===== src/rtl/mem_read_arbiter_pkg.sv =====
// Shared types and constants for the memory read arbiter.
// Optional feature macro used by the top: MEM_ARB_STATS_EN.
// ADDR_WIDTH / DATA_WIDTH macros set the default bus widths (32 if undefined).
`ifndef ADDR_WIDTH
`define ADDR_WIDTH 32
`endif
`ifndef DATA_WIDTH
`define DATA_WIDTH 32
`endif

package mem_arb_pkg;

  localparam int unsigned ADDR_W_DEF = `ADDR_WIDTH;
  localparam int unsigned DATA_W_DEF = `DATA_WIDTH;
  localparam int unsigned LEN_W_DEF  = 4;
  localparam int unsigned ID_W_DEF   = 4;
  localparam int unsigned STAT_W     = 32;

  localparam int unsigned REQ_ICACHE = 0;
  localparam int unsigned REQ_DCACHE = 1;
  localparam int unsigned NUM_REQ    = 2;

  typedef enum logic [1:0] {ARB_IDLE, ARB_ADDR, ARB_DATA} arb_state_t;

  // Saturating increment for statistics counters.
  function automatic logic [STAT_W-1:0] sat_inc(input logic [STAT_W-1:0] v);
    return (&v) ? v : v + STAT_W'(1);
  endfunction

endpackage


===== src/rtl/mem_read_arbiter_rr_pick2.sv =====
// Two-way round-robin winner select (combinational).
// Ports:
//   valid    in  [2]  per-requester request valid
//   rr_ptr   in  1    requester that wins when both are valid
//   any_c    out 1    at least one request valid
//   winner_c out 1    winning requester index
module rr_pick2
  import mem_arb_pkg::*;
(
  input  logic [NUM_REQ-1:0] valid,
  input  logic               rr_ptr,
  output logic               any_c,
  output logic               winner_c
);

  assign any_c    = |valid;
  // A lone requester wins regardless of the pointer.
  assign winner_c = (&valid) ? rr_ptr : valid[REQ_DCACHE];

endmodule


===== src/rtl/mem_read_arbiter.sv =====
// Round-robin arbiter sharing one AXI-style memory read channel between the
// I-cache (req 0) and D-cache (req 1) refill masters. One transaction
// outstanding; grant held from address phase through the last data beat.
// Ports:
//   clk, rst_n                      clock, synchronous active-low reset
//   s_arvalid/s_araddr/s_arlen/s_arid  per-requester address channel in
//   s_arready                       per-requester address accept
//   s_rvalid/s_rdata/s_rready       per-requester data channel (shared data bus)
//   m_ar*/m_arready                 address channel to memory
//   m_rvalid/m_rdata/m_rready       data channel from memory
//   stat_grants/stat_wait           only with MEM_ARB_STATS_EN: saturating
//                                   completed-transaction and wait-cycle counters
// ARLEN counts beats (not len-1); len 0 completes at address accept.
module mem_read_arbiter
  import mem_arb_pkg::*;
#(
  parameter int unsigned ADDR_W = ADDR_W_DEF,
  parameter int unsigned DATA_W = DATA_W_DEF,
  parameter int unsigned LEN_W  = LEN_W_DEF,
  parameter int unsigned ID_W   = ID_W_DEF
) (
  input  logic                           clk,
  input  logic                           rst_n,
  input  logic [NUM_REQ-1:0]             s_arvalid,
  input  logic [NUM_REQ-1:0][ADDR_W-1:0] s_araddr,
  input  logic [NUM_REQ-1:0][LEN_W-1:0]  s_arlen,
  input  logic [NUM_REQ-1:0][ID_W-1:0]   s_arid,
  output logic [NUM_REQ-1:0]             s_arready,
  output logic [NUM_REQ-1:0]             s_rvalid,
  output logic [DATA_W-1:0]              s_rdata,
  input  logic [NUM_REQ-1:0]             s_rready,
  output logic                           m_arvalid,
  output logic [ADDR_W-1:0]              m_araddr,
  output logic [LEN_W-1:0]               m_arlen,
  output logic [ID_W-1:0]                m_arid,
  input  logic                           m_arready,
  input  logic                           m_rvalid,
  input  logic [DATA_W-1:0]              m_rdata,
  output logic                           m_rready
`ifdef MEM_ARB_STATS_EN
  ,
  output logic [NUM_REQ-1:0][STAT_W-1:0] stat_grants,
  output logic [NUM_REQ-1:0][STAT_W-1:0] stat_wait
`endif
);

  arb_state_t          state_q, state_d;
  logic                rr_ptr_q, rr_ptr_d;
  logic                grant_q, grant_d;
  logic [LEN_W-1:0]    beat_cnt_q, beat_cnt_d;
  logic [ADDR_W-1:0]   addr_q, addr_d;
  logic [LEN_W-1:0]    len_q, len_d;
  logic [ID_W-1:0]     id_q, id_d;
  logic                pick_any_c;
  logic                pick_win_c;

  rr_pick2 u_pick (
    .valid    (s_arvalid),
    .rr_ptr   (rr_ptr_q),
    .any_c    (pick_any_c),
    .winner_c (pick_win_c)
  );

  // Latched request fields drive the memory address channel directly.
  assign m_araddr = addr_q;
  assign m_arlen  = len_q;
  assign m_arid   = id_q;
  assign s_rdata  = m_rdata;

  // Next-state and channel steering.
  always_comb begin
    state_d    = state_q;
    rr_ptr_d   = rr_ptr_q;
    grant_d    = grant_q;
    beat_cnt_d = beat_cnt_q;
    addr_d     = addr_q;
    len_d      = len_q;
    id_d       = id_q;
    m_arvalid  = 1'b0;
    m_rready   = 1'b0;
    s_arready  = '0;
    s_rvalid   = '0;
    case (state_q)
      ARB_IDLE: begin
        if (pick_any_c) begin
          grant_d = pick_win_c;
          addr_d  = s_araddr[pick_win_c];
          len_d   = s_arlen[pick_win_c];
          id_d    = s_arid[pick_win_c];
          state_d = ARB_ADDR;
        end
      end
      ARB_ADDR: begin
        m_arvalid          = 1'b1;
        s_arready[grant_q] = m_arready;
        if (m_arready) begin
          beat_cnt_d = len_q;
          if (len_q == '0) begin
            // Zero-length request completes at address accept.
            state_d  = ARB_IDLE;
            rr_ptr_d = ~grant_q;
          end else begin
            state_d = ARB_DATA;
          end
        end
      end
      ARB_DATA: begin
        s_rvalid[grant_q] = m_rvalid;
        m_rready          = s_rready[grant_q];
        if (m_rvalid && s_rready[grant_q]) begin
          beat_cnt_d = beat_cnt_q - LEN_W'(1);
          if (beat_cnt_q == LEN_W'(1)) begin
            state_d  = ARB_IDLE;
            rr_ptr_d = ~grant_q;
          end
        end
      end
      default: state_d = ARB_IDLE;
    endcase
  end

  // State and latched-request registers.
  always_ff @(posedge clk) begin
    if (!rst_n) begin
      state_q    <= ARB_IDLE;
      rr_ptr_q   <= 1'b0;
      grant_q    <= 1'b0;
      beat_cnt_q <= '0;
      addr_q     <= '0;
      len_q      <= '0;
      id_q       <= '0;
    end else begin
      state_q    <= state_d;
      rr_ptr_q   <= rr_ptr_d;
      grant_q    <= grant_d;
      beat_cnt_q <= beat_cnt_d;
      addr_q     <= addr_d;
      len_q      <= len_d;
      id_q       <= id_d;
    end
  end

`ifdef MEM_ARB_STATS_EN
  logic done_c;

  // A transaction completes on zero-length accept or on its last beat.
  assign done_c = ((state_q == ARB_ADDR) && m_arready && (len_q == '0)) ||
                  ((state_q == ARB_DATA) && m_rvalid && s_rready[grant_q] &&
                   (beat_cnt_q == LEN_W'(1)));

  // Saturating grant / wait statistics.
  always_ff @(posedge clk) begin
    if (!rst_n) begin
      stat_grants <= '0;
      stat_wait   <= '0;
    end else begin
      for (int i = 0; i < int'(NUM_REQ); i++) begin
        if (done_c && (grant_q == 1'(i))) begin
          stat_grants[i] <= sat_inc(stat_grants[i]);
        end
        if (s_arvalid[i] && !s_arready[i]) begin
          stat_wait[i] <= sat_inc(stat_wait[i]);
        end
      end
    end
  end
`endif

endmodule


===== config.mk =====
export PLATFORM = sky130hd
export DESIGN_NAME = mem_read_arbiter
export DESIGN_NICKNAME = d
export VERILOG_FILES = /design/src/rtl/mem_read_arbiter_pkg.sv /design/src/rtl/mem_read_arbiter_rr_pick2.sv /design/src/rtl/mem_read_arbiter.sv
export SDC_FILE = /design/constraint.sdc
export NUM_CORES = 1
export LEC_CHECK = 0
export ABC_AREA = 1
export ABC_CLOCK_PERIOD_IN_PS = 1400
export CAP_MARGIN = 15
export CORE_MARGIN = 2
export CORE_UTILIZATION = 45
export CTS_CLUSTER_SIZE = 25
export DETAILED_ROUTE_END_ITERATION = 8
export DONT_BUFFER_PORTS = 1
export PLACE_DENSITY = 0.71
export SETUP_SLACK_MARGIN = 0.1
export SYNTH_ARGS = -nofsm -noshare
export SYNTH_HDL_FRONTEND = slang
export SYNTH_SLANG_ARGS = --single-unit

===== constraint.sdc =====
create_clock -name clk -period 1.4 [get_ports clk]
set_input_delay 0.21 -clock clk [delete_from_list [all_inputs] [get_ports clk]]
set_output_delay 0.21 -clock clk [all_outputs]
set_load 0.1 [all_outputs]

Yosys cells after proc, flatten, opt, wreduce, memory -nomap -nowiden
Index checks and enable logic that the tools add are counted.

storage, ports and cells
  register bits after elaboration = 48
  input bits = 120
  word-level logic and storage cells = 62

operators by class
  $add $sub $neg = 1
  order comparisons = 3
  equal/unequal tests = 8
  mux-type cells = 29
  bitwise logic cells = 3
  reductions and logical operators = 11

operator list
  kind                                                count
  two-way mux 32 bit                                  2
  two-way mux 4 bit                                   6
  two-way mux 2 bit                                   7
  two-way mux 1 bit                                   10
  inequality test 2 bit, second input constant        5
  one-hot mux 4 bit (2 select lines)                  1
  one-hot mux 2 bit (3 select lines)                  1
  AND reduction 5 bit                                 1
  bitwise AND 2 bit                                   2
  == test 4 x 1 -> 1 bit, second input constant       1
  zero test 4 bit                                     1
  < comparator 1 x 2 -> 1 bit, second input constant  2
  AND reduction 2 bit                                 2
  AND reduction 4 bit                                 1
  subtractor 4 x 1 -> 4 bit, second input constant    1
  AND reduction 3 bit                                 1
  == test 2 x 1 -> 1 bit, second input constant       1
  == test 2 bit, second input constant                1
  logical AND 1 bit                                   2
  zero test 2 bit                                     1
  one-hot mux 1 bit (2 select lines)                  1
  nonzero test 2 bit                                  1
  OR reduction 2 bit                                  1
  demux 1 bit (select 1 bit)                          1
  other kinds (2)                                     2

Longest topological paths before layout
Gate-level depths: netlist of run 1.

  depth after elaboration = 6
  mapped depth = 9
  depth with buffers taken out = 9

Cells and area by module
A second synthesis of run 1 with hierarchy kept.

unflattened totals
  cells, all modules = 388
  area total of the unflattened synthesis = 2,626.3 sq um

modules (own cells, without submodules)
  module            times used  cells each  area each (sq um)
  mem_read_arbiter  1           383         2,603.7
  rr_pick2          1           5           22.5

Least setup slack after synthesis of run 1
OpenSTA, ideal clock, no wires.

  kind = register to output
  start point = register state_q[1]
  end point = output port s_rvalid[0]
  data arrival time = 2.639 ns
  setup slack = -1.449 ns
  cell stages (with the launch flop) = 4
  path buffers = 1
  cell sequence = dfxtp_1 nand2_1 buf_2 nor3_1

between the ends
  longest elaborated chain between the ends = 2

ends and longest elaborated chain
  element                 line                     RTL
  start, declared         mem_read_arbiter.sv:47   arb_state_t state_q, state_d;
  start signal, assigned  mem_read_arbiter.sv:133  state_q <= state_d;
  == test 2 bit           mem_read_arbiter.sv:83   case (state_q)
  two-way mux 2 bit       mem_read_arbiter.sv:83
  end, declared           mem_read_arbiter.sv:29   output logic [NUM_REQ-1:0] s_rvalid,

Every way passes these cells.

Worst setup path in the final report of run 1
  start point = register state_q[0]
  end point = output port s_rvalid[0]

Same word-level chain as after synthesis.

==> results of run 1 <==
-- routing by layer --
layer | vias up | track usage, % | routed length, um
met4 | 0 | 6.96 | 130
li1 | 1238 | - | -
met3 | 12 | 5.33 | 535
met1 | 1177 | 19.5 | 2620
met5 | - | 0 | 0
met2 | 119 | 33.1 | 4100
-- metrics by stage --
step	TNS (ps)	cell area, sq um	total power [uW]	std cells
floorplan	-347	3150	4480	386
finish	-8.74	4060	6020	485
CTS	-5.76	3900	5900	476
detailed placement	0	3680	4840	465
global route	-195	4060	6290	485
global placement	0	3680	4780	465
-- area by class of cell --
class | instances | area [sq um]
fill | 577 | 2620
multi-input combinational | 228 | 1620
timing repair buffer | 66 | 1040
sequential | 48 | 978
inverter | 55 | 219
tap | 80 | 100
clock buffer | 6 | 72.6
clock inverter | 2 | 35.0
-- final timing paths --
kind | from | to | slack [ps] | depth (start not counted)
worst max-delay path | state_q[0] | s_rvalid[0] | -9 | 4
worst min-delay path | rst_n | m_araddr[28] | 30 | 2
worst max register to register | state_q[1] | m_araddr[19] | 120 | 6
worst min register to register | m_araddr[30] | m_araddr[30] | 500 | 2
-- cells in the mapped netlist (all sizes together) --
cell type,instances
nand2,102
buf,55
inv,55
dfxtp,48
nand3,47
o211ai,40
nor2,19
o21ai,9
a21oi,4
ha,2
nor3,2
a21boi,1
o21a,1
xnor2,1
-- power breakdown --
part           switching, uW  internal (uW)  leakage, uW  total [uW]
clock                    465            531    0.0000552         996
combinational           2140           1120      0.00145        3260
sequential               184           1570     0.000402        1760
-- worst register-to-register path: stages, from the launching register on --
cell and delay, ps:
dfxtp_4 420, nor2_2 60, o21a_4 170, buf_4 160, clkbuf_16 170, o211ai_2 170
inv_2 40
-- what timing repair did --
action	4_1_cts	5_1_grt
resized for setup	22	17
setup buffers	3	6
gates cloned	0	3
pin swaps	2	5
setup endpoints to repair	10	47
-- cell families (layout without fill, tap and decap cells) --
| logic type | count (synthesis) | after routing | share of synthesized area, % |
|---|---|---|---|
| and+or+nand+nor | 170 | 170 | 27.3 |
| adders and majority gates | 2 | 2 | 0.814 |
| buffers and inverters | 110 | 129 | 21.0 |
| xor gates and xnor gates | 1 | 1 | 0.285 |
| AOI/OAI and AO/OA | 55 | 55 | 19.3 |
| DFF | 48 | 48 | 31.3 |
-- flip-flops by register name, indices dropped and copies added (netlist names) --
| register | count |
|---|---|
| m_arlen | 4 |
| state_q | 2 |
| m_arid | 4 |
| beat_cnt_q | 4 |
| rr_ptr_q | 1 |
| grant_q | 1 |
| m_araddr | 32 |
==> run_results.csv, run 1 <==
group,metric,value,unit
routing,routed_wl,7390,um
placed_design,place_worst_setup_slack,45.7,ps
final_layout,n_antenna_cell,0,
global_routing,grt_overflow,0,
synthesis,synthesis.nets,508,
timing,period_minus_slack,1410,ps
synthesis,syn-cell-area,0.00307,sq mm
routing,vias,2546,
floorplanning,io_pins,198,
timing,fmax,710,MHz
worst_setup_path,crit_family,"flip-flops",
worst_setup_path,crit_path_end_kind,"output pin",
routing,drt-initial-drc-count,113,
worst_setup_path,start_kind,"flop",
timing,slew_headroom,79.0,%
timing,worst_slew_pin_slew,315,ps
routing,avgRoutedWirePerCell,15.2,um
floorplanning,core_area,0.00668,sq mm
worst_setup_path,path_class,"flop to output pin",
timing,finalHoldViolations,0,
timing,hold_ws,30.5,ps
worst_setup_path,cp_slowest_cell,"dfxtp_4",
floorplanning,fp.dieW,86.6,um
cts,root_buffer,"clkbuf_8",
routing,viasPerCell,5.25,
cts,clk_pin_slew_worst_paths,90,ps
final_layout,drive_above_1_share,51.4,%
global_routing,grt_first_pass_wirelength,10700,um
final_layout,post-route-util,60.8,%
power_and_ir_drop,peakVddDrop,685,uV
placed_design,port_buffers,0,
floorplanning,num_rows,30,
synthesis,yosysWarnings,0,
synthesis,synth.top_cell.area_share,31.3,%
cts,hold_buffers,0,
floorplanning,die_y,86.6,um
hold_path,hold_path.class,"input pin to flop",
final_layout,layout_commonest_cell,"nand2_1",
timing,finalCritPeriodShare,101,%
global_routing,grt_usage,18.1,%
cts,cts_sinks,48,
routing,drc,0,
floorplanning,die-area,0.00751,sq mm
cts,clk-insertion-delay-late,300,ps
worst_setup_path,cp_slowest_stage_delay,380,ps
timing,skew,5.68,ps
worst_setup_path,crit_fanout,5,
outcome,status,"finished, violations left",
synthesis,ys_ff_latch,48,
cts,clockBufferDepth,2,
job,maxCapViolations,0,
global_routing,grt_max_degree,49,
worst_setup_path,crit_buf_inv,2,
worst_setup_path,required,1190,ps
worst_setup_path,arrival,1200,ps
outcome,violations,"negative setup slack",
worst_setup_path,path_cells,"inv_6 > nand2_8 > nor3_4 > buf_12",
final_layout,final_cell_mix,"nand2_1, o211ai_2, dfxtp_1",
routing,ant_nets,0,
placed_design,dpl.hpwl,5260,um
synthesis,synth_area_leader_cell,"dfxtp_1",
synthesis,postSynthCellCount,386,
cts,numCtsBuffers,5,
power_and_ir_drop,power.leakage,0.00191,uW
synthesis,netlist-cell-type-count,22,
synthesis,seq_area_frac_synth,31.3,%
timing,worst_slack,-8.74,ps
timing,drv_slew,0,
power_and_ir_drop,powerDensity,1480,mW/mm^2
routing,drt_first_pass_iters,6,
placed_design,finalWeightedCongestion,0.941,
final_layout,nNetsFinal,526,
synthesis,syn_area_per_cell,7.96,sq um
synthesis,synth_area_leaders,"dfxtp_1, o211ai_2, nand2_1, nand3_2, buf_4",
global_routing,grt_pass1_vias,2300,
timing,setup_violations,1,
global_routing,antenna_found_initial,0,
cts,htree_levels,2,
final_layout,areaGrowthSynthToFinish,32.2,%
floorplanning,start_util,46.0,%
cts,cts_tree,"built",
timing,rsz0062_at_grt,"yes",
Note: power is estimated with default switching activity, not from simulation.
==> run 2, diff against run 1 <==
Settings changed: CTS_CLUSTER_SIZE 25 to 12, GPL_TIMING_DRIVEN from default to 0.
==> run 2 against run 1 <==
Effect of this change:
- the flow still finishes with violations (negative setup slack)
- core utilization up 1.3 points
- cell area grew 2.2%
- non-clock buffer count increased by 21
- combinational power down 26%
- clock power shrank 22%
- global-route usage is 0.87 points higher
- routed wire length is 9.3% higher
- die area stayed put
- critical path type unchanged
- largest cell class unchanged
==> run_results.csv, run 2 (synthesized netlist as in run 1, its figures left out) <==
group,metric,value,unit
outcome,status,"finished, violations left",
outcome,violations,"negative setup slack",
floorplanning,io_pins,198,
floorplanning,num_rows,30,
final_layout,num-fill-cells,585,
worst_setup_path,crit_fanout,4,
timing,skew,9.17,ps
floorplanning,die_y,86.6,um
power_and_ir_drop,p_seq_share,49.0,%
floorplanning,core_area,0.00668,sq mm
placed_design,dpl.hpwl,5610,um
worst_setup_path,arrival,1640,ps
floorplanning,fp.dieW,86.6,um
timing,rsz0062_at_grt,"yes",
final_layout,layout_commonest_cell,"nand2_1",
placed_design,placedInstanceArea,0.00325,sq mm
worst_setup_path,crit_path_end_kind,"output pin",
routing,drc,0,
cts,clk_pin_slew_worst_paths,90,ps
global_routing,grt_pass1_vias,2352,
cts,htree_levels,2,
routing,ant_nets,0,
power_and_ir_drop,powerDensity,1500,mW/mm^2
cts,clk-insertion-delay-late,290,ps
final_layout,drive_above_1_share,63.5,%
job,maxCapViolations,0,
timing,period_minus_slack,1850,ps
timing,worst_slack,-454,ps
power_and_ir_drop,peakVddDrop,871,uV
global_routing,grt.met1_usage,21.0,%
cts,root_buffer,"clkbuf_8",
placed_design,place_worst_setup_slack,-229,ps
placed_design,finalWeightedCongestion,0.836,
power_and_ir_drop,clock_power_share,12.5,%
global_routing,met3_usage,5.62,%
timing,fmax,539,MHz
power_and_ir_drop,pwr-share-comb,38.6,%
final_layout,areaGrowthSynthToFinish,35.1,%
placed_design,placed_cells,466,
routing,drt_first_pass_iters,4,
timing,slew_headroom,33.6,%
floorplanning,start_util,46.0,%
global_routing,grt_max_degree,14,
worst_setup_path,start_kind,"flop",
routing,avgRoutedWirePerCell,16.0,um
global_routing,antenna_found_initial,0,
final_layout,fin_cells,505,
routing,drt-initial-drc-count,30,
cts,hold_buffers,0,
worst_setup_path,path_class,"flop to output pin",
timing,finalHoldViolations,0,
final_layout,final_cell_mix,"nand2_1, buf_4, dfxtp_2",
timing,finalCritPeriodShare,132,%
global_routing,grt_first_pass_wirelength,11300,um
final_layout,regArea,0.00102,sq mm
hold_path,hold_path.class,"input pin to flop",
final_layout,multi_input_area,0.00175,sq mm
global_routing,grt_overflow,0,
routing,viasPerCell,5.23,
final_layout,finish.instance_area,0.00415,sq mm
global_routing,grt_usage,19.0,%
power_and_ir_drop,swShare,51.9,%
cts,cts_tree,"built",
final_layout,n_antenna_cell,0,
power_and_ir_drop,p_total,6220,uW
cts,numCtsBuffers,5,
worst_setup_path,r2r_slack,-330,ps
placed_design,port_buffers,0,
global_routing,use_met2,35.7,%
power_and_ir_drop,p_int,2990,uW
global_routing,grt.busiest_layer,"met2",
timing,setup_violations,50,
power_and_ir_drop,power.leakage,0.00197,uW
cts,cts_sinks,48,
final_layout,largest_register_ffs,32,
timing,drv_slew,0,
timing,worst_slew_pin_slew,993,ps
routing,vias,2639,
final_layout,nNetsFinal,547,
floorplanning,die-area,0.00751,sq mm
cts,clockBufferDepth,2,
routing,routed_wl,8080,um
power_and_ir_drop,switching_power,3230,uW
worst_setup_path,required,1190,ps
run 2: cell types whose count changed in the layout (fill, tap and decap cells not counted), sizes merged:
cell / change
buf: +20
bufinv: -1
clkbuf: +1
run 2: final timing paths:
path	start	end	cells after the start
hold reg to reg	rr_ptr_q	rr_ptr_q	2
setup / recovery	state_q[0]	s_rvalid[0]	4
setup reg to reg	state_q[0]	rr_ptr_q	9
hold / removal	m_arready	state_q[0]	3
run 2: metal layers:
layer  routed length, um  share of wire (%)
met5                   0                  0
met4                  73               0.90
met3                 554                6.9
met2                4500                 56
met1                2950                 36
run 2: metrics by stage:
stage	hold WS [ps]	TNS [ps]	util [%]
floorplan	395	-347	-
global placement	423	-495	48.6
detailed placement	429	-554	48.6
CTS	75.8	-5900	56.6
global route	112	-14680	62.1
finish	122	-11790	62.1
run 2: layout make-up:
class | count | share of cell area, %
plain buffers | 54 | 11.5
clock inverters | 1 | 0.121
inverters | 55 | 5.33
flip-flops and latches | 48 | 24.6
repair buffers | 33 | 12.2
well taps | 80 | 2.41
clock buffers | 6 | 1.75
multi-input cells | 228 | 42.1
run 2: critical path, cell delays in order, from the launching register on:
cell     delay (ps)
dfxtp_2         340
inv_2            70
nand2_4          50
buf_8           120
nor3_4          750
run 2: timing repair:
action | in CTS | in global routing
endpoints found under the setup margin | 53 | 54
gates resized for setup | 77 | 52
pin swaps | 21 | 24
gates cloned | 5 | 4
setup buffers | 16 | 10
run 2: power groups by stage:
| stage | Combinational, uW | Sequential (uW) | Clock, uW |
|---|---|---|---|
| after floorplan | 1510 | 2970 | 0 |
| after global placement | 1660 | 3030 | 0 |
| after detailed placement | 1690 | 3040 | 0 |
| after CTS | 2100 | 3040 | 794 |
| after global routing | 2560 | 3070 | 857 |
| final | 2400 | 3040 | 775 |
==> run 3, diff against run 2 <==
Settings changed: CORE_UTILIZATION 45 to 59, PLACE_DENSITY 0.71 to 0.86.
==> run 3 against run 2 <==
Effect of this change:
- largest power group unchanged
- critical endpoint is now s_rvalid[1]
- non-clock buffer count is 15 lower
- routed wire length down 5.8%
- total power is 4.4% lower
- the flow still finishes with violations (negative setup slack)
==> run_results.csv, run 3 (synthesized netlist as in run 1, its figures left out) <==
group,metric,value,unit
routing,drt-initial-drc-count,90,
cts,cts_tree,"built",
cts,clk-insertion-delay-late,300,ps
placed_design,finalWeightedCongestion,0.771,
timing,worst_slack,-462,ps
outcome,status,"finished, violations left",
timing,slew_headroom,32.5,%
final_layout,areaGrowthSynthToFinish,21.9,%
worst_setup_path,required,1190,ps
worst_setup_path,start_kind,"flop",
worst_setup_path,crit_path_end_kind,"output pin",
job,maxCapViolations,0,
power_and_ir_drop,power.leakage,0.00184,uW
floorplanning,start_util,60.6,%
global_routing,grt_overflow,0,
worst_setup_path,setup.worst_path.start,"state_q[0]",
timing,setup_violations,48,
routing,vias,2575,
global_routing,grt_first_pass_wirelength,11300,um
power_and_ir_drop,swShare,52.4,%
worst_setup_path,cp_slowest_cell,"nor3_4",
power_and_ir_drop,pwr-share-comb,34.6,%
floorplanning,die-area,0.00580,sq mm
cts,clk_pin_slew_worst_paths,90,ps
power_and_ir_drop,p_seq_share,51.0,%
final_layout,drive_above_1_share,60.1,%
floorplanning,io_pins,198,
timing,skew,10.6,ps
timing,fmax,537,MHz
cts,numCtsBuffers,5,
timing,worst_slew_pin_slew,1010,ps
cts,hold_buffers,0,
final_layout,final_cell_mix,"nand2_1, buf_4, dfxtp_2",
placed_design,placedInstanceArea,0.00323,sq mm
final_layout,largest_register_ffs,32,
floorplanning,core_area,0.00507,sq mm
routing,drc,0,
worst_setup_path,path_class,"flop to output pin",
global_routing,grt_usage,24.1,%
power_and_ir_drop,powerDensity,1590,mW/mm^2
floorplanning,num_rows,26,
placed_design,placed_cells,456,
worst_setup_path,crit_buf_inv,2,
final_layout,n_antenna_cell,0,
final_layout,fin_cells,481,
placed_design,place_worst_setup_slack,-231,ps
hold_path,worstHoldStart,"m_arready",
final_layout,finish.instance_area,0.00375,sq mm
routing,drt_first_pass_iters,4,
worst_setup_path,crit_fanout,4,
outcome,violations,"negative setup slack",
routing,routed_wl,7610,um
cts,root_buffer,"clkbuf_8",
hold_path,hold_path.class,"input pin to flop",
worst_setup_path,crit_family,"simple AND/OR/NAND/NOR gates",
global_routing,grt_pass1_vias,2479,
worst_setup_path,arrival,1650,ps
timing,period_minus_slack,1860,ps
power_and_ir_drop,p_int,2830,uW
routing,avgRoutedWirePerCell,15.8,um
timing,drv_slew,0,
global_routing,grt_max_degree,15,
timing,rsz0062_at_grt,"yes",
routing,viasPerCell,5.35,
worst_setup_path,r2r_start,"state_q[0]",
worst_setup_path,path_cells,"inv_2 > nand2_4 > buf_8 > nor3_4",
timing,finalCritPeriodShare,133,%
cts,htree_levels,2,
placed_design,dpl.hpwl,5410,um
final_layout,layout_commonest_cell,"nand2_1",
routing,ant_nets,0,
timing,hold_ws,76.6,ps
power_and_ir_drop,switching_power,3120,uW
cts,clockBufferDepth,2,
cts,cts_sinks,48,
timing,finalHoldViolations,0,
final_layout,num-fill-cells,384,
floorplanning,die_y,76.2,um
timing,setup-tns-final,-5200,ps
power_and_ir_drop,peakVddDrop,960,uV
floorplanning,fp.dieW,76.2,um
final_layout,nNetsFinal,532,
worst_setup_path,cp_slowest_stage_delay,760,ps
power_and_ir_drop,clock_power_share,14.4,%
global_routing,antenna_found_initial,0,
placed_design,port_buffers,0,
==> run 3: tightest hold or removal path, delay by kind of cell <==
family          cells  cell delay (ps)
simple gates        1               50
buf+inv             1               30
compound gates      1               50
==> run 3: final timing paths <==
check / end / slack (ps) / cells after the start
worst max-delay path: s_rvalid[1] / -460 / 4
worst min register to register: rr_ptr_q / 520 / 2
worst max register to register: rr_ptr_q / -240 / 8
worst min-delay path: state_q[0] / 80 / 3
==> run 3: per-layer routing <==
layer / GRT usage [%] / vias to the layer above / share of wire [%]
met1: 24.2 / 1185 / 35
met5: 0 / - / 0
met2: 47.9 / 125 / 55
li1: - / 1251 / -
met3: 7.11 / 14 / 8.3
met4: 6.55 / 0 / 1.5
==> run 3: power by group through the flow <==
stage | sequential (uW) | combinational, uW | clock [uW]
floorplan | 2970 | 1510 | 0
global placement | 3020 | 1640 | 0
detailed placement | 3030 | 1690 | 0
CTS | 3030 | 1950 | 878
global route | 3060 | 2200 | 925
finish | 3030 | 2060 | 857
==> run 3: final cells by class <==
class	count	area [sq um]	area share, %
buffer	55	494	13.2
timing repair buffer	17	245	6.55
inverter	55	209	5.58
sequential	48	1020	27.2
clock buffer	7	86.3	2.30
multi-input combinational	228	1600	42.6
tap	70	87.6	2.34
clock inverter	1	7.51	0.200
==> run 3: metrics by stage <==
step,total power (uW),utilization [%]
floorplan,4480,-
global placement,4660,63.7
detailed placement,4720,63.7
CTS,5860,71.6
global route,6180,73.8
finish,5950,73.8
==> run 3: what timing repair did <==
action	4_1_cts	5_1_grt
resized for setup	59	18
pin swaps	12	10
buffers inserted	10	4
setup endpoints to repair	54	54
gates cloned	4	1
==> RTL edit 1: new RTL, flow settings as in run 1 <==
Build with the macro `MEM_ARB_STATS_EN` defined.
--- a/src/rtl/mem_read_arbiter.sv
+++ b/src/rtl/mem_read_arbiter.sv
@@ -12,4 +12,6 @@
 //                                   completed-transaction and wait-cycle counters
 // ARLEN counts beats (not len-1); len 0 completes at address accept.
+`define MEM_ARB_STATS_EN
+
 module mem_read_arbiter
   import mem_arb_pkg::*;
Formal check against the unedited RTL (old outputs only; new: stat_grants and stat_wait): equivalent (Yosys induction, for registers that start in step).
==> RTL edit 1 against run 1 <==
  * The run ends with hold timing, setup timing left
  * Wire length rose to 8.2 times the old value
  * Fmax shrank 41%
  * Setup slack worse by 0.97 ns
  * Utilization up 26 points
  * Design area rose to 4.8 times the old value
  * Power up 140%
  * Synthesized area grew to 3.4 times the old value
  * Sequential cell count rose by 128
==> RTL edit 1: results (changes against run 1) <==
- Clk Tree Root Cell: clkbuf_16
- CP peak stage delay: 0.51 ns (+0.13 ns)
- Via count: 15659 (+520%)
- Worst Clk Skew: 0.01924 ns (+0.01356 ns)
- Yosys top cell area share: 0.3422 (+0.02946)
- Final net count: 2300 (+340%)
- H-Tree Depth: 4 (+2)
- Top cells by area, synth: dfxtp_1, nand2_1, nor2_1
- Hold Fails Final Rpt: 17 (+17)
- FF-to-FF End: stat_wait[34]
- Crit path DAT: 2.65 ns (+1.45 ns)
- Fillcell total: 958 (+66%)
- First-pass GRT wire length: 69970 um (+550%)
- Dpl hpwl: 25610 um (+390%)
- Setup crit start: stat_wait[57]
- Final setup violation count: 143 (+142)
- Switching fraction of total power: 0.3717 (-0.09187)
- CP Capture Type: flop
- Clk Latency, worst-skew pair: 0.45 ns (+0.15 ns)
- Congestion Overflow GR: 0 (unchanged)
- First drt pass iteration count: 9 (+3)
- Post-DR wirelength/cell: 24.56 um (+61%)
- Top Family by Delay on Critical Path: simple AND/OR/NAND/NOR gates
- Sequential area share after synthesis: 0.3422 (+0.02946)
- Number of cells on the worst reg-to-reg path: 9 (+3)
- Fin Hold WS: -0.09900 ns (-0.1295 ns)
- Top cells by count, synth: nand2_1, nor2_1, dfxtp_1
- Setup WS post-layout: -0.9761 ns (-0.9673 ns)
- Slew @ Worst Pin: 0.6443 ns (+0.3289 ns)
- Worst reg2reg setup slack: -0.98 ns (-1.10 ns)
- Outcome: complete, but fails checks
- Failing checks: hold timing, setup timing
- Register area: 3968 um2 (+310%)
- Hold Crit Class: in -> reg
- Iter 0 DRT Violations: 2209 (+1900%)
- Vias in the first global route: 13837 (+500%)
- Initial antenna violation count: 6 (+6)
- Mapped Nets: 1836 (+260%)
- CTS buffer count: 17 (+12)
- # hold bufs at CTS: 2 (+2)
- Leak: 8.314 nW (+330%)
- Largest net degree at the start of global routing: 117 (+140%)
- Worst path slowest cell: nor2_1
- Max VDD drop: 0.7669 mV (+12%)
- Layout cells sized above 1: 0.5002 (-0.01335)
- Gpl congestion: 0.9061 (-3.7%)
- Synth cell types: 31 (+41%)
- Gr usage total: 0.3616 (+0.1803)
## RTL edit 1: worst reg2reg max path, cell delays in order (launching register included)
cell	delay, ns
dfxtp_4	0.38
nand2_1	0.21
nor2_2	0.23
nand2_1	0.15
nor2_4	0.20
nand3_4	0.16
buf_6	0.18
nand2_8	0.12
a21oi_1	0.06
nor2_1	0.51
## RTL edit 1: stage by stage
step                      total power [mW]  setup WS [ns]  std cells  area (um2)  setup TNS, ns
after floorplan                      7.929        -0.4267       1710       11460         -41.77
after global placement               8.125        -0.2320       2339       14650         -16.19
after detailed placement             8.176        -0.3165       2339       14650         -22.94
after CTS                            13.59        -0.2497       2427       17730         -23.16
after global routing                 14.62        -0.9601       2473       19610         -63.34
final                                14.34        -0.9761       2476       19610         -55.73
## RTL edit 1: routing by layer
| layer | vias to the layer above | GRT usage | part of all wire |
|---|---|---|---|
| met5 | - | 0 | 0.0011 |
| met4 | 4 | 0.2315 | 0.10 |
| met3 | 612 | 0.07772 | 0.14 |
| met2 | 1624 | 0.6512 | 0.44 |
| met1 | 7092 | 0.3829 | 0.32 |
| li1 | 6327 | - | - |
## RTL edit 1: worst min-delay path by stage
stage / end / depth (start not counted)
floorplan: state_q[0] / 3
global placement: stat_wait[32] / 2
detailed placement: stat_wait[43] / 2
CTS: stat_wait[46] / 2
global route: m_araddr[29] / 2
finish: m_araddr[15] / 2
## RTL edit 1: area by class of cell
| class | instances | area share |
|---|---|---|
| well taps | 285 | 0.01818 |
| multi-input cells | 1275 | 0.3928 |
| repair buffers | 533 | 0.3209 |
| inverters | 171 | 0.03521 |
| flip-flops and latches | 176 | 0.2023 |
| clock buffers | 21 | 0.02571 |
| clock inverters | 11 | 0.004338 |
| diodes | 4 | 0.0005103 |
## RTL edit 1: power by group through the flow
stage	sequential, mW	clock, mW	combinational [mW]
detailed placement	5.28	0	2.89
CTS	5.19	5.00	3.41
floorplan	6.61	0	1.32
finish	5.24	5.12	3.98
global route	5.26	5.26	4.10
global placement	5.28	0	2.84
## RTL edit 1: cell families (layout without fill, tap and decap cells)
group	Yosys count	in the layout	synth area share
buffers and inverters	261	736	0.1114
other	0	4	0
and+or+nand+nor	1061	1063	0.4157
DFF	176	176	0.3422
adders and majority gates	6	6	0.007290
AOI/OAI and AO/OA	173	173	0.09538
xor gates and xnor gates	33	33	0.02807
## RTL edit 1: repair_timing
| action | CTS | global route |
|---|---|---|
| hold endpoints to repair | 117 | 115 |
| setup buffers | 43 | 46 |
| pin swaps | 51 | 122 |
| gates cloned | 13 | 11 |
| resized for setup | 471 | 376 |
| endpoints found under the setup margin | 285 | 293 |
==> RTL edit 2: new RTL, settings of run 1 <==
Made on the original files. `addr_q` and `id_q` no longer have a reset.
--- a/src/rtl/mem_read_arbiter.sv
+++ b/src/rtl/mem_read_arbiter.sv
@@ -127,7 +127,5 @@
       grant_q    <= 1'b0;
       beat_cnt_q <= '0;
-      addr_q     <= '0;
       len_q      <= '0;
-      id_q       <= '0;
     end else begin
       state_q    <= state_d;
@@ -135,8 +133,11 @@
       grant_q    <= grant_d;
       beat_cnt_q <= beat_cnt_d;
-      addr_q     <= addr_d;
       len_q      <= len_d;
-      id_q       <= id_d;
     end
+  end
+
+  always_ff @(posedge clk) begin
+    addr_q <= addr_d;
+    id_q   <= id_d;
   end
 
Check against the original RTL: not equivalent (a bounded check fails within 4 cycles, from zero or initial values and one cycle with rst_n low).
==> RTL edit 2 against run 1 <==
  * The flow still finishes with violations (setup timing)
  * Wire length down 26%
  * Power decreased by 15%
  * Global-route usage decreased by 0.69 points
  * Design area is 24% lower
  * Synthesized area shrank 19%
  * Clock power is 4.8% lower
  * First-iteration DRC count decreased by 53%
  * Sequential cell count did not move
  * Setup slack worse by 0.093 ns
==> RTL edit 2: results (changes against run 1) <==
- Fillcell total: 467 (-19%)
- Met3 Use GR: 0.06782 (+0.01448)
- Iter 0 DRT Violations: 53 (-53%)
- Metal2 WL: 2709 um (-34%)
- Worst Clk Skew: 0.007318 ns (+0.001633 ns)
- Adder-Cell Fraction of Synth Area: 0.01009 (+0.001947)
- Mapped Nets: 422 (-17%)
- FF-to-FF End: m_araddr[14]
- Hold Path Sink: rr_ptr_q
- DP Worst Slack: 0.02584 ns (-0.01991 ns)
- Gr usage total: 0.1744 (-0.006901)
- Post-synth EDFFs: 36 (+36)
- Met1 usage: 0.1913 (-0.004125)
- Setup WS post-layout: -0.1015 ns (-0.09273 ns)
- Final net count: 450 (-14%)
- Post-synthesis compound-gate area fraction: 0.04591 (-0.1471)
- Placement Cell Area: 2846 um2 (-23%)
- Met3 wire length: 555 um (+3.7%)
- Failing checks: setup timing
- Comb power frac: 0.443 (-0.099)
- Clock power frac: 0.186 (+0.021)
- Final setup violation count: 5 (+4)
- Top cells by count, synth: nand2_1, edfxtp_1, buf_4
- WL met1: 2055 um (-22%)
- Total Neg Setup Slack: -0.2139 ns (-0.2052 ns)
- Vias in the first global route: 1776 (-23%)
- Fin Hold WS: 0.03509 ns (+0.004616 ns)
- Outcome: complete, but fails checks
- DR vias/cell: 4.890 (-6.8%)
- Total power: 5.085 mW (-15%)
- GRT met2 Usage: 0.3009 (-0.03061)
- First drt pass iteration count: 4 (-2)
[RTL edit 2: changes by cell type after synthesis, moves of 5 or more]
cell	change
inv_1	-8
buf_2	-8
dfxtp_1	-36
inv_2	-28
o211ai_2	-40
edfxtp_1	+36
clkbuf_1	+5
buf_6	-5
nand2_1	+34
nand3_2	-27
nand3_1	-10
[RTL edit 2: what timing repair did]
action	CTS	global route
resized for setup	15	11
endpoints found under the hold margin	0	0
buffers inserted	5	2
endpoints found under the setup margin	46	51
pin swaps	5	8
gates cloned	3	0
[RTL edit 2: final cells by class]
type | count | area [um2] | share of cell area
Sequential cell | 48 | 1335 | 0.4295
Multi-Input combinational cell | 191 | 913.4 | 0.2939
Timing Repair Buffer | 60 | 538.0 | 0.1731
Tap cell | 72 | 90.09 | 0.02899
Inverter | 19 | 88.84 | 0.02858
Clock buffer | 6 | 72.57 | 0.02335
Clock inverter | 2 | 35.03 | 0.01127
Timing Repair inverter | 3 | 35.03 | 0.01127
